--- src/rtl/fetch2_pkg.sv ---
// fetch2_pkg: shared widths and the fetch-queue entry payload for the second
// fetch stage.
//   FQ_DEPTH   - default number of fetch-queue entries
//   INST_W     - instruction width
//   PC_W       - program counter width
//   FQ_ENTRY_W - one queue entry: PC plus two instructions
package fetch2_pkg;

  localparam int unsigned FQ_DEPTH   = 4;
  localparam int unsigned INST_W     = 32;
  localparam int unsigned PC_W       = 32;
  localparam int unsigned PAIR_W     = 2 * INST_W;
  localparam int unsigned FQ_ENTRY_W = PC_W + PAIR_W;

  // One fetched pair with its PC; inst0 is at pc, inst1 at pc+4.
  typedef struct packed {
    logic [PC_W-1:0]   pc;
    logic [INST_W-1:0] inst1;
    logic [INST_W-1:0] inst0;
  } fq_entry_t;

  // Build a queue entry from a request PC and the raw imem pair.
  function automatic fq_entry_t make_entry(input logic [PC_W-1:0]   pc,
                                           input logic [PAIR_W-1:0] pair);
    fq_entry_t e;
    e.pc    = pc;
    e.inst1 = pair[PAIR_W-1:INST_W];
    e.inst0 = pair[INST_W-1:0];
    return e;
  endfunction

endpackage

--- src/rtl/fetch_queue.sv ---
// fetch_queue: synchronous FIFO of fetched instruction pairs.
// Ports:
//   clk_i       - clock, rising edge
//   rst_n_i     - synchronous active-low reset (pointers and count only)
//   flush_i     - empties the queue on the next edge; wins over push/pop
//   push_i      - write push_data_i at the tail
//   push_data_i - entry to write
//   pop_i       - drop the head entry (ignored when empty)
//   count_o     - number of valid entries, 0..DEPTH
//   head_o      - head entry, meaningful only while count_o != 0
module fetch_queue
  import fetch2_pkg::*;
#(
  parameter int unsigned DEPTH = FQ_DEPTH
) (
  input  logic                   clk_i,
  input  logic                   rst_n_i,
  input  logic                   flush_i,
  input  logic                   push_i,
  input  fq_entry_t              push_data_i,
  input  logic                   pop_i,
  output logic [$clog2(DEPTH):0] count_o,
  output fq_entry_t              head_o
);

  localparam int unsigned PTR_W = $clog2(DEPTH);
  localparam int unsigned CNT_W = PTR_W + 1;

  logic [FQ_ENTRY_W-1:0] mem_q [DEPTH];
  logic [FQ_ENTRY_W-1:0] mem_d [DEPTH];
  logic [PTR_W-1:0]      wr_ptr_q, wr_ptr_d;
  logic [PTR_W-1:0]      rd_ptr_q, rd_ptr_d;
  logic [CNT_W-1:0]      count_q, count_d;
  logic                  do_pop;

  // Next-state for storage, pointers and count. Pointers wrap naturally
  // because DEPTH is a power of two.
  always_comb begin
    mem_d    = mem_q;
    wr_ptr_d = wr_ptr_q;
    rd_ptr_d = rd_ptr_q;
    count_d  = count_q;
    do_pop   = pop_i && (count_q != '0);

    if (flush_i) begin
      wr_ptr_d = '0;
      rd_ptr_d = '0;
      count_d  = '0;
    end else begin
      if (push_i) begin
        mem_d[wr_ptr_q] = push_data_i;
        wr_ptr_d        = wr_ptr_q + PTR_W'(1);
      end
      if (do_pop) begin
        rd_ptr_d = rd_ptr_q + PTR_W'(1);
      end
      count_d = count_q + CNT_W'(push_i) - CNT_W'(do_pop);
    end
  end

  // Control state, reset synchronously.
  always_ff @(posedge clk_i) begin
    if (!rst_n_i) begin
      wr_ptr_q <= '0;
      rd_ptr_q <= '0;
      count_q  <= '0;
    end else begin
      wr_ptr_q <= wr_ptr_d;
      rd_ptr_q <= rd_ptr_d;
      count_q  <= count_d;
    end
  end

  // Storage has no reset; stale entries are never visible past count.
  always_ff @(posedge clk_i) begin
    mem_q <= mem_d;
  end

  assign count_o = count_q;
  assign head_o  = fq_entry_t'(mem_q[rd_ptr_q]);

endmodule

--- src/rtl/fetch2.sv ---
// fetch2: second fetch stage. Accepts PCs from the PC stage as imem requests,
// pairs each returned 64-bit instruction pair with its PC and buffers it for
// decode behind a valid/ready handshake.
// Ports:
//   clock_i      - clock, rising edge
//   reset_n_i    - synchronous active-low reset
//   pc_i         - current PC (also the imem address)
//   pc_we_o      - PC accepted as a request this cycle; PC stage advances by 8
//   imem_data_i  - imem pair for last cycle's request ([31:0] at PC)
//   flush_i      - discard queued and in-flight fetches
//   dec_valid_o  - head pair valid
//   dec_ready_i  - decode takes the head this cycle
//   dec_pc_o     - PC of head pair
//   dec_inst0_o  - instruction at dec_pc_o
//   dec_inst1_o  - instruction at dec_pc_o+4
module fetch2
  import fetch2_pkg::*;
#(
  parameter int unsigned DEPTH = FQ_DEPTH
) (
  input  logic              clock_i,
  input  logic              reset_n_i,
  input  logic [PC_W-1:0]   pc_i,
  output logic              pc_we_o,
  input  logic [PAIR_W-1:0] imem_data_i,
  input  logic              flush_i,
  output logic              dec_valid_o,
  input  logic              dec_ready_i,
  output logic [PC_W-1:0]   dec_pc_o,
  output logic [INST_W-1:0] dec_inst0_o,
  output logic [INST_W-1:0] dec_inst1_o
);

  localparam int unsigned CNT_W = $clog2(DEPTH) + 1;
  localparam int unsigned OCC_W = CNT_W + 1;

  logic              req_valid_q, req_valid_d;
  logic [PC_W-1:0]   req_pc_q, req_pc_d;
  logic [CNT_W-1:0]  count;
  logic              room;
  logic              pop;
  fq_entry_t         push_data;
  fq_entry_t         head;

  // Issue rule and handshake. Issue depends only on registered occupancy
  // (queued + in flight), never on dec_ready_i, so a push can never meet a
  // full queue.
  always_comb begin
    room        = (OCC_W'(count) + OCC_W'(req_valid_q)) < OCC_W'(DEPTH);
    pc_we_o     = reset_n_i & ~flush_i & room;
    req_valid_d = pc_we_o;
    req_pc_d    = pc_i;
    dec_valid_o = reset_n_i & (count != '0);
    pop         = dec_valid_o & dec_ready_i;
    push_data   = make_entry(req_pc_q, imem_data_i);
  end

  // In-flight request register: tracks which PC the imem data belongs to.
  always_ff @(posedge clock_i) begin
    if (!reset_n_i) begin
      req_valid_q <= 1'b0;
      req_pc_q    <= '0;
    end else begin
      req_valid_q <= req_valid_d;
      req_pc_q    <= req_pc_d;
    end
  end

  fetch_queue #(
    .DEPTH (DEPTH)
  ) u_queue (
    .clk_i       (clock_i),
    .rst_n_i     (reset_n_i),
    .flush_i     (flush_i),
    .push_i      (req_valid_q),
    .push_data_i (push_data),
    .pop_i       (pop),
    .count_o     (count),
    .head_o      (head)
  );

  assign dec_pc_o    = head.pc;
  assign dec_inst0_o = head.inst0;
  assign dec_inst1_o = head.inst1;

endmodule

--- config.mk ---
export PLATFORM = sky130hd
export DESIGN_NAME = fetch2
export DESIGN_NICKNAME = d
export VERILOG_FILES = /design/src/rtl/fetch2_pkg.sv /design/src/rtl/fetch_queue.sv /design/src/rtl/fetch2.sv
export SDC_FILE = /design/constraint.sdc
export NUM_CORES = 1
export LEC_CHECK = 0
export CORE_MARGIN = 5
export CORE_UTILIZATION = 30
export DETAILED_ROUTE_END_ITERATION = 12
export RECOVER_POWER = 25
export SKIP_LAST_GASP = 1
export SYNTH_ARGS = -nofsm -noshare
export SYNTH_HDL_FRONTEND = slang
export SYNTH_SLANG_ARGS = --single-unit
--- constraint.sdc ---
create_clock -name clock_i -period 5.14 [get_ports clock_i]
set_input_delay 1.285 -clock clock_i [delete_from_list [all_inputs] [get_ports clock_i]]
set_output_delay 1.285 -clock clock_i [all_outputs]
set_load 0.03 [all_outputs]
Word level (Yosys, flattened, before mapping) --
Cells that the tools add are included.
Storage, ports and cells: bits in registers 424, output and inout bits 98
Operators by class: add/sub/neg operators 5, $lt $le $gt $ge 4, mux-type cells 6, bitwise gates (word level) 8, reduce and logical (&&, ||, !) cells 5
Operator list (count):
- $bwmux 384 | 1
- $mux 96 | 3
- $bmux 96 s2 | 1
- $demux 96 s2 | 1
- $ge 3x3->1 const B | 2
- $not 2->3 | 2
- $add 2x1->2 const B | 2
- $add 3x1->4 | 1
- $and 1x1->1 | 4
- $lt 4x3->1 const B | 1
- $add 3x1->3 | 1
- $lt 3x1->1 const B | 1
- $reduce_bool 3->1 | 1
- $sub 3x1->3 | 1
- $logic_and 1x1->1 | 2
- $not 1->1 | 2
- $reduce_and 2->1 | 1
- $reduce_or 2->1 | 1

Logic depth before layout (Yosys ltp) --
Gate-level depths: netlist of run 1.
depth after elaboration 6, gate-level depth with buffers 9, gate-level depth less buffers 9

Cells and area by module --
Synthesis of run 1 repeated with hierarchy kept, for this count alone.
Unflattened totals: cell total of the unflattened synthesis 620, area total of the unflattened synthesis 15203.3 µm²
By module, submodules not included:
- fetch_queue | times used 1, cells each 546, area an instance 14291.2 µm²
- fetch2 | times used 1, cells each 74, area an instance 912.1 µm²

Least setup slack after synthesis of run 1 --
No wires, ideal clock.
path type input-to-reg, from input flush_i, to register u_queue.mem_q[0] (netlist name), enable pin, setup time 466 ps, arrival time 3700 ps, required time 4674 ps, slack 974 ps, stages on the path 2, cells stage by stage nor2b_1 -> and2_1
On the way: cells in the longest elaborated chain, start to end 2
Ends and longest elaborated chain:
- from (decl) | RTL line fetch2.sv:26 | input logic flush_i,
- $not 1->1 (no source line)
- $reduce_and 2->1 (no source line)
- to (signal assigned) | RTL line fetch_queue.sv:76 | mem_q <= mem_d;
- to (decl) | RTL line fetch_queue.sv:29 | logic [FQ_ENTRY_W-1:0] mem_q [DEPTH];
No other way between the ends. A chain may end at the register's enable or synchronous reset.

Final worst setup path of run 1 --
from register u_queue.rd_ptr_q[0], to output dec_pc_o[1]
On the way: cells in the longest elaborated chain, start to end 4
Ends and longest elaborated chain:
- from (decl) | RTL line fetch_queue.sv:32 | logic [PTR_W-1:0] rd_ptr_q, rd_ptr_d;
- from (signal assigned) | RTL line fetch_queue.sv:69 | rd_ptr_q <= rd_ptr_d;
- $not 2->3 (implied by the code) | RTL line fetch_queue.sv:80 | assign head_o = fq_entry_t'(mem_q[rd_ptr_q]);
- $bmux 96 s2 | RTL line fetch_queue.sv:80
- $mux 96 (implied by the code) (2 in a row) | RTL line fetch_queue.sv:80
- to (decl) | RTL line fetch2.sv:29 | output logic [PC_W-1:0] dec_pc_o,
No other way between the ends. The select of a mux whose other input is x is not followed.

==> flow_metrics.tcl, run 1 <==
set metrics [dict create \
    status "finished, final reports clean" \
    nets 961 \
    internal_power_uw 5920 \
    hold_viol_final 0 \
    power_switching_uw 1440 \
    synthesis.nets 729 \
    holdCritStartpoint "req_pc_q[6]$_SDFF_PN0_" \
    avgSynthCellArea_sq_um 24.4 \
    relSlewSlack_pct 45.2 \
    rsz0062_at_grt "false" \
    yosys_warnings 0 \
    fin_tns_setup_ns 0 \
    first_pass_iters 4 \
    via_per_inst 4.40 \
    wire_per_inst_microns 19.7 \
    path_clk_slew_ns 0.06 \
    area_growth_pct 28.6 \
    drive_gt1_share_pct 20.9 \
    drv_cap 0 \
    swShare_pct 19.6 \
    fin_crit_sh_pct 82.5 \
    cts_buffers 45 \
    io_buffers 197 \
    synth-edff-count 384 \
    synth_seq_cells 424 \
    drt-initial-drc-count 356 \
    clk_path_buf_depth 3 \
    met1_length_microns 13900 \
    chipHeight_microns 235 \
    endpoint_kind "output port" \
    min_period_ns 4.24 \
    synth_seq_area_share_pct 81.3 \
    netlist_instances 621 \
    ff2ff_setup_slack_ns 2.80 \
    r2r.worst_path.cells 3 \
    wl_met3_microns 1870 \
    grt_pass1_wl_microns 47300 \
    utilization_pct 39.0 \
    multiInputGateArea_sq_um 2660 \
    start_util_pct 30.3 \
    regArea_sq_um 12300 \
    worst-setup-path-type "flip-flop to output port" \
    ys_types 25 \
    p_leak_uw 0.00615 \
    r2r_end "u_queue.mem_q[328]$_DFFE_PP_" \
    place.gp.congestion 0.703 \
    vias 6849 \
    routed_wl_microns 30800 \
    cts_hold_buf 0 \
    cts_tree "built" \
    synth_flop_cell "edfxtp_1" \
    antenna_found_initial 2 \
    ir_drop_uv 206 \
    cts_resized 0 \
    clock_skew_ns 0.0112 \
    post_cts.repair.setup_buffers 0 \
    topRoutingLayerUsed "met5" \
    startpoint_type "flip-flop" \
    layout_common_cells "edfxtp_1, clkdlybuf4s50_1, mux4_2" \
    wl_met2_microns 14400 \
    dieArea_sq_um 55100 \
    clk_latency_ns 0.54 \
    min_path_type "flip-flop to flip-flop" \
    p_per_area_nw_per_um2 378 \
    remaining_drc_errors 0 \
    async_reset_ff_share_pct 0 \
    rr_startpoint "req_valid_q$_SDFF_PN0_" \
    fmax_mhz 236 \
    grt_use_total_pct 11.1 \
    htreeDepth 2 \
    gr-total-overflow 0 \
    core_sq_um 50100 \
    tightest_slew_ns 0.822 \
    cts-root-buf "clkbuf_16" \
    pin_count 198 \
    holdPathStages 0 \
    die_w_microns 235 \
    dp_hpwl_microns 18300 \
    arrival_ns 2.96 \
    grt_max_degree 48 \
    seqPwrFrac_pct 51.9 \
    worstPathMaxFanout 34 \
    final.fill_count 4592 \
    clkPwrFrac_pct 43.9 \
    layout_commonest_cell "edfxtp_1" \
    report.final.setup_viol 0 \
    cp.required_ns 3.86 \
    ant_nets 0 \
    fp-row-count 82 \
    grt_pass1_vias 7521 \
    min_to "u_queue.mem_q[358]$_DFFE_PP_" \
    cts_sinks 424 \
    slew_violations 0 \
    syn_area_sq_um 15200 \
    comb_power_share_pct 4.2 \
]
cells in the mapped netlist, types with 2 or more instances:
library cell / number / area (sq um)
and2_1: 37 / 231
buf_2: 12 / 60.1
buf_6: 2 / 22.5
clkbuf_1: 8 / 30.0
dfxtp_1: 40 / 801
edfxtp_1: 384 / 11500
ha_1: 7 / 87.6
inv_1: 6 / 22.5
mux4_2: 96 / 2160
nor2_1: 10 / 37.5
nor3_1: 2 / 10.0
o31a_1: 2 / 17.5
xnor2_1: 2 / 17.5
xor2_1: 2 / 17.5
worst max-delay path, cell delays in order (launching register included):
cell and delay (ns):
dfxtp_4 0.74, buf_12 0.36, mux4_2 0.54, clkdlybuf4s50_1 0.67
power groups by stage:
stage / clock network, uW / logic (uW) / registers [uW]
6_report: 3230 / 307 / 3820
5_1_grt: 3500 / 328 / 3830
4_1_cts: 3350 / 318 / 3820
3_5_place_dp: 0 / 317 / 3900
3_3_place_gp: 0 / 313 / 3890
2_1_floorplan: 0 / 139 / 3890
worst max path at each step:
stage / startpoint / end / slack (ns) / cells past startpoint
detailed placement: reset_n_i / pc_we_o / 0.98 / 5
finish: u_queue.rd_ptr_q[0]$_SDFFE_PN0P_ / dec_pc_o[1] / 0.90 / 3
floorplan: flush_i / u_queue.mem_q[0]$_DFFE_PP_ / 0.97 / 2
global placement: reset_n_i / pc_we_o / 0.99 / 5
global route: u_queue.rd_ptr_q[0]$_SDFFE_PN0P_ / dec_pc_o[6] / 0.67 / 3
CTS: u_queue.rd_ptr_q[0]$_SDFFE_PN0P_ / dec_inst0_o[4] / 0.75 / 3
through the flow:
stage          power [uW]  setup slack (ns)  instances  cell area [sq um]  hold WS (ns)
2_1_floorplan        4030             0.974        621              15200         0.438
3_3_place_gp         4210             0.988       1478              18000         0.449
3_5_place_dp         4210             0.976       1478              18000         0.459
4_1_cts              7490             0.752       1557              19500         0.472
5_1_grt              7660             0.667       1557              19500         0.492
6_report             7360             0.898       1558              19500         0.472
kinds of logic (layout without fill, tap and decap cells):
family                   after synthesis  in the layout  share of synthesized area (%)
flip-flops                           424            424                           81.3
XOR/XNOR                               4              4                          0.231
other                                  0              1                              0
AND/OR/NAND/NOR                       52             52                           1.96
multiplexers                          97             97                           14.3
adder cells (fa/ha/maj)                8              8                          0.710
buffers and inverters                 31            295                           1.17
AO/OA/AOI/OAI                          5              5                          0.256
registers in the layout, summed over array words and instances, names as in the netlist:
| register | count |
|---|---|
| u_queue.rd_ptr_q | 2 |
| req_pc_q | 32 |
| u_queue.wr_ptr_q | 2 |
| u_queue.mem_q | 384 |
| req_valid_q | 1 |
| u_queue.count_o | 3 |
routing by layer:
layer | track usage (%) | up-vias
met1 | 15.1 | 3560
met3 | 3.80 | 46
met4 | 2.71 | 2
met5 | 0 | -
met2 | 17.3 | 193
li1 | - | 3048
area by class of cell:
cell class | instances | area share, %
Sequential cell | 424 | 63.3
Multi-Input combinational cell | 166 | 13.6
Timing Repair Buffer | 210 | 11.1
Clock buffer | 57 | 6.21
Tap cell | 672 | 4.31
Clock inverter | 22 | 1.37
Inverter | 6 | 0.115
Antenna cell | 1 | 0.0128
No activity file was read; power rests on OpenSTA's default activity.
==> run 2: changes to the inputs <==
Clock period 5.14 ns to 3.9 ns, I/O delays scaled along.
==> run 2 against run 1 <==
Against the previous run:
- register-to-register slack lost 0.99 ns
- wire length grew 0.40%
- global-route usage is essentially flat
- worst setup slack lost 0.64 ns
- largest cell class unchanged
- flip-flop and latch count is the same
- sequential share of layout area shrank 0.55 points
- core utilization grew 0.34 points
- via count grew 1.5%
- combinational power grew 33%
- clock skew shrank 0.00060 ns
- largest power group unchanged
==> flow_metrics.tcl, run 2 (same netlist as run 1, synthesis figures left out) <==
set metrics [dict create \
    io_buffers 197 \
    pin_count 198 \
    fin_tns_setup_ns 0 \
    grt_pass1_vias 7639 \
    placed_area_sq_um 18100 \
    hold_viol_final 0 \
    min_period_ns 3.64 \
    slew_violations 0 \
    multiInputGateArea_sq_um 2660 \
    htreeDepth 2 \
    rsz0062_at_grt "false" \
    cts_tree "built" \
    top_register "u_queue.mem_q" \
    final_cells 1564 \
    cp.required_ns 2.92 \
    drt-initial-drc-count 314 \
    dp_hpwl_microns 18000 \
    min_path_type "flip-flop to flip-flop" \
    remaining_drc_errors 0 \
    grt_max_degree 65 \
    vias 6949 \
    report.final.setup_viol 0 \
    tightest_slew_ns 0.588 \
    core_sq_um 50100 \
    fmax_mhz 274 \
    regArea_sq_um 12300 \
    p_per_area_nw_per_um2 507 \
    final.fill_count 4603 \
    startpoint_type "flip-flop" \
    area_growth_pct 29.8 \
    post_cts.repair.setup_buffers 0 \
    status "finished, final reports clean" \
    grt_use_total_pct 11.0 \
    drv_cap 0 \
    grt_pass1_wl_microns 47300 \
    gr-total-overflow 0 \
    ir_drop_uv 402 \
    layout_common_cells "edfxtp_1, clkdlybuf4s50_1, mux4_2" \
    routed_wl_microns 30900 \
    final_cell_area_sq_um 19700 \
    wire_per_inst_microns 19.7 \
    cts-root-buf "clkbuf_16" \
    p_leak_uw 0.00621 \
    fp-row-count 82 \
    relSlewSlack_pct 60.8 \
    antenna_found_initial 1 \
    largest_reg_flops 384 \
    first_pass_iters 6 \
    arrival_ns 2.67 \
    clk_path_buf_depth 3 \
    ant_nets 0 \
    nets 964 \
    drive_gt1_share_pct 20.7 \
    dp.cells 1480 \
    worstPathMaxFanout 64 \
    start_util_pct 30.3 \
    die_w_microns 235 \
    endpoint_kind "output port" \
    dieArea_sq_um 55100 \
    layout_commonest_cell "edfxtp_1" \
    cts_hold_buf 0 \
    fin_crit_sh_pct 93.5 \
    cts_resized 0 \
    via_per_inst 4.44 \
    path_clk_slew_ns 0.06 \
    chipHeight_microns 235 \
    place.gp.congestion 0.654 \
    clk_latency_ns 0.55 \
    cts_sinks 424 \
    cts_buffers 46 \
    clock_skew_ns 0.0106 \
    worst-setup-path-type "flip-flop to output port" \
]
[run 2: cell count changes in the layout (fill, tap and decap cells not counted), moves of 2 or more]
cell	change
bufinv_16	+2
clkbuf_16	+4
buf_12	+3
clkinv_2	-8
clkbuf_1	+4
clkinv_1	+5
[run 2: layout make-up]
cell class              instances  share of cell area [%]
clock buffers                  64                    6.67
diodes                          1                  0.0127
multi-input cells             166                    13.5
well taps                     672                    4.27
inverters                       6                   0.114
repair buffers                212                    11.2
flip-flops and latches        424                    62.7
clock inverters                19                    1.48
[run 2: critical path: stages (launching register included)]
cell             delay (ns)
dfxtp_4                0.37
buf_12                 0.46
mux4_2                 0.59
clkdlybuf4s50_1        0.63
[run 2: path summary, 6_finish.rpt]
| check | cells after the start | end | slack [ns] | from |
|---|---|---|---|---|
| max reg2reg | 9 | u_queue.count_o[2]$_SDFF_PN0_ | 1.81 | u_queue.count_o[1]$_SDFF_PN0_ |
| min | 0 | u_queue.mem_q[263]$_DFFE_PP_ | 0.47 | req_pc_q[7]$_SDFF_PN0_ |
| max | 3 | dec_pc_o[19] | 0.26 | u_queue.rd_ptr_q[0]$_SDFFE_PN0P_ |
| min reg2reg | 0 | u_queue.mem_q[263]$_DFFE_PP_ | 0.47 | req_pc_q[7]$_SDFF_PN0_ |
[run 2: where the power goes]
| part | internal, uW | total (uW) | switching (uW) |
|---|---|---|---|
| Clock | 2870 | 4530 | 1660 |
| Combinational | 208 | 409 | 202 |
| Sequential | 5010 | 5040 | 27.4 |
| Total | 8080 | 9970 | 1890 |
[run 2: routing by layer]
layer / vias to the layer above / share of wire (%) / GRT usage, %
li1: 3061 / - / -
met1: 3653 / 43 / 14.3
met2: 188 / 49 / 18.0
met3: 45 / 6.2 / 3.65
met4: 2 / 1.7 / 2.71
met5: - / 0.042 / 0
[run 2: per-stage QoR]
stage	setup slack (ns)	hold WS [ns]	utilization (%)	power, uW
after global placement	0.787	0.450	36.1	5550
after global routing	0.0894	0.489	39.3	10400
after floorplan	0.0442	0.438	-	5310
after detailed placement	0.779	0.458	36.1	5560
after CTS	0.151	0.472	39.3	10100
final	0.255	0.470	39.3	9970
==> run 3: changes to the inputs <==
Settings changed: CORE_UTILIZATION 30 to 49, PLACE_DENSITY from default to 0.75.
==> run 3 against run 2 <==
Against the previous run:
- wire length decreased by 8.9%
- first-iteration DRC count is 24% higher
- maximum frequency is 1.3% lower
- core utilization is 24 points higher
- sequential power is essentially flat
- largest power group unchanged
==> flow_metrics.tcl, run 3 (same netlist as run 1, synthesis figures left out) <==
set metrics [dict create \
    clkPwrFrac_pct 42.1 \
    cts_hold_buf 0 \
    min_path_type "flip-flop to flip-flop" \
    first_pass_iters 4 \
    cts_sinks 424 \
    seqPwrFrac_pct 53.5 \
    fmax_mhz 271 \
    pin_count 198 \
    io_buffers 197 \
    dp_hpwl_microns 17200 \
    place.gp.congestion 0.711 \
    cts_resized 0 \
    ant_nets 0 \
    p_leak_uw 0.00618 \
    largest_reg_flops 384 \
    die_w_microns 186 \
    fin_crit_sh_pct 94.7 \
    drv_cap 0 \
    place_ws_ns 0.696 \
    p_per_area_nw_per_um2 490 \
    relSlewSlack_pct 60.2 \
    holdPathStages 0 \
    routed_wl_microns 28100 \
    chipHeight_microns 186 \
    clk_path_buf_depth 3 \
    antenna_found_initial 2 \
    layout_commonest_cell "edfxtp_1" \
    via_per_inst 5.35 \
    swShare_pct 19.3 \
    cts_buffers 43 \
    wire_per_inst_microns 21.8 \
    final.fill_count 2067 \
    worst_slack_ns 0.207 \
    gr-total-overflow 0 \
    grt_max_degree 67 \
    worst-setup-path-type "flip-flop to output port" \
    grt_pass1_wl_microns 42800 \
    vias 6902 \
    grt_pass1_vias 7397 \
    internal_power_uw 7590 \
    cp.required_ns 2.92 \
    tightest_slew_ns 0.597 \
    status "finished, final reports clean" \
    startpoint_type "flip-flop" \
    area_growth_pct 26.7 \
    nets 967 \
    start_util_pct 49.6 \
    remaining_drc_errors 0 \
    report.final.setup_viol 0 \
    cts-root-buf "clkbuf_16" \
    dieArea_sq_um 34600 \
    worstPathMaxFanout 27 \
    clock_skew_ns 0.0108 \
    min_period_ns 3.69 \
    core_sq_um 30600 \
    slew_violations 0 \
    grt_use_total_pct 16.3 \
    endpoint_kind "output port" \
    top_register "u_queue.mem_q" \
    arrival_ns 2.72 \
    layout_common_cells "edfxtp_1, clkdlybuf4s50_1, mux4_2" \
    comb_power_share_pct 4.3 \
    path_clk_slew_ns 0.06 \
    fin_tns_setup_ns 0 \
    ir_drop_uv 345 \
    drive_gt1_share_pct 21.6 \
    r2r.worst_path.cells 9 \
    diodes 0 \
    post_cts.repair.setup_buffers 0 \
    rsz0062_at_grt "false" \
    drt-initial-drc-count 389 \
    fp-row-count 64 \
    clk_latency_ns 0.51 \
    htreeDepth 2 \
    hold_viol_final 0 \
    cts_tree "built" \
    power_switching_uw 1820 \
]
run 3: layer usage:
metal / track usage, % / wire length (microns) / share of wire, % / up-vias
met4: 3.61 / 542 / 1.9 / 2
met1: 22.0 / 11400 / 41 / 3545
met3: 4.18 / 2310 / 8.2 / 48
li1: - / - / - / 3065
met2: 27.1 / 13900 / 49 / 242
met5: 0 / 7 / 0.025 / -
run 3: path summary, 6_finish.rpt:
kind	startpoint	end	slack, ns
worst min-delay path	req_pc_q[27]$_SDFF_PN0_	u_queue.mem_q[91]$_DFFE_PP_	0.47
worst min register to register	req_pc_q[27]$_SDFF_PN0_	u_queue.mem_q[91]$_DFFE_PP_	0.47
worst max register to register	u_queue.count_o[1]$_SDFF_PN0_	u_queue.count_o[2]$_SDFF_PN0_	1.83
worst max-delay path	u_queue.rd_ptr_q[0]$_SDFFE_PN0P_	dec_inst1_o[26]	0.21
run 3: cell type report:
type | count | area (sq um) | share of cell area (%)
sequential | 424 | 12300 | 64.2
multi-input combinational | 166 | 2660 | 13.9
timing repair buffer | 218 | 2290 | 11.9
clock buffer | 52 | 1190 | 6.21
tap | 396 | 495 | 2.58
clock inverter | 27 | 213 | 1.11
inverter | 6 | 22.5 | 0.117
run 3: critical path: stages, from the launching register on:
cell and delay, ns:
dfxtp_4 0.67, buf_12 0.31, mux4_2 0.57, clkdlybuf4s50_1 0.62
run 3: metrics by stage:
step	instances	area [sq um]	total power, uW	utilization (%)	hold WS, ns
3_3_place_gp	1210	17800	5540	58.2	0.449
2_1_floorplan	621	15200	5310	-	0.438
5_1_grt	1289	19200	9750	62.8	0.480
3_5_place_dp	1210	17800	5550	58.2	0.459
4_1_cts	1289	19200	9520	62.8	0.474
6_report	1289	19200	9410	62.8	0.469
run 3: power groups by stage:
stage               registers, uW  logic (uW)  clock network (uW)
finish                       5040         406                3960
global route                 5040         430                4280
CTS                          5040         417                4070
detailed placement           5130         415                   0
global placement             5130         410                   0
floorplan                    5130         184                   0
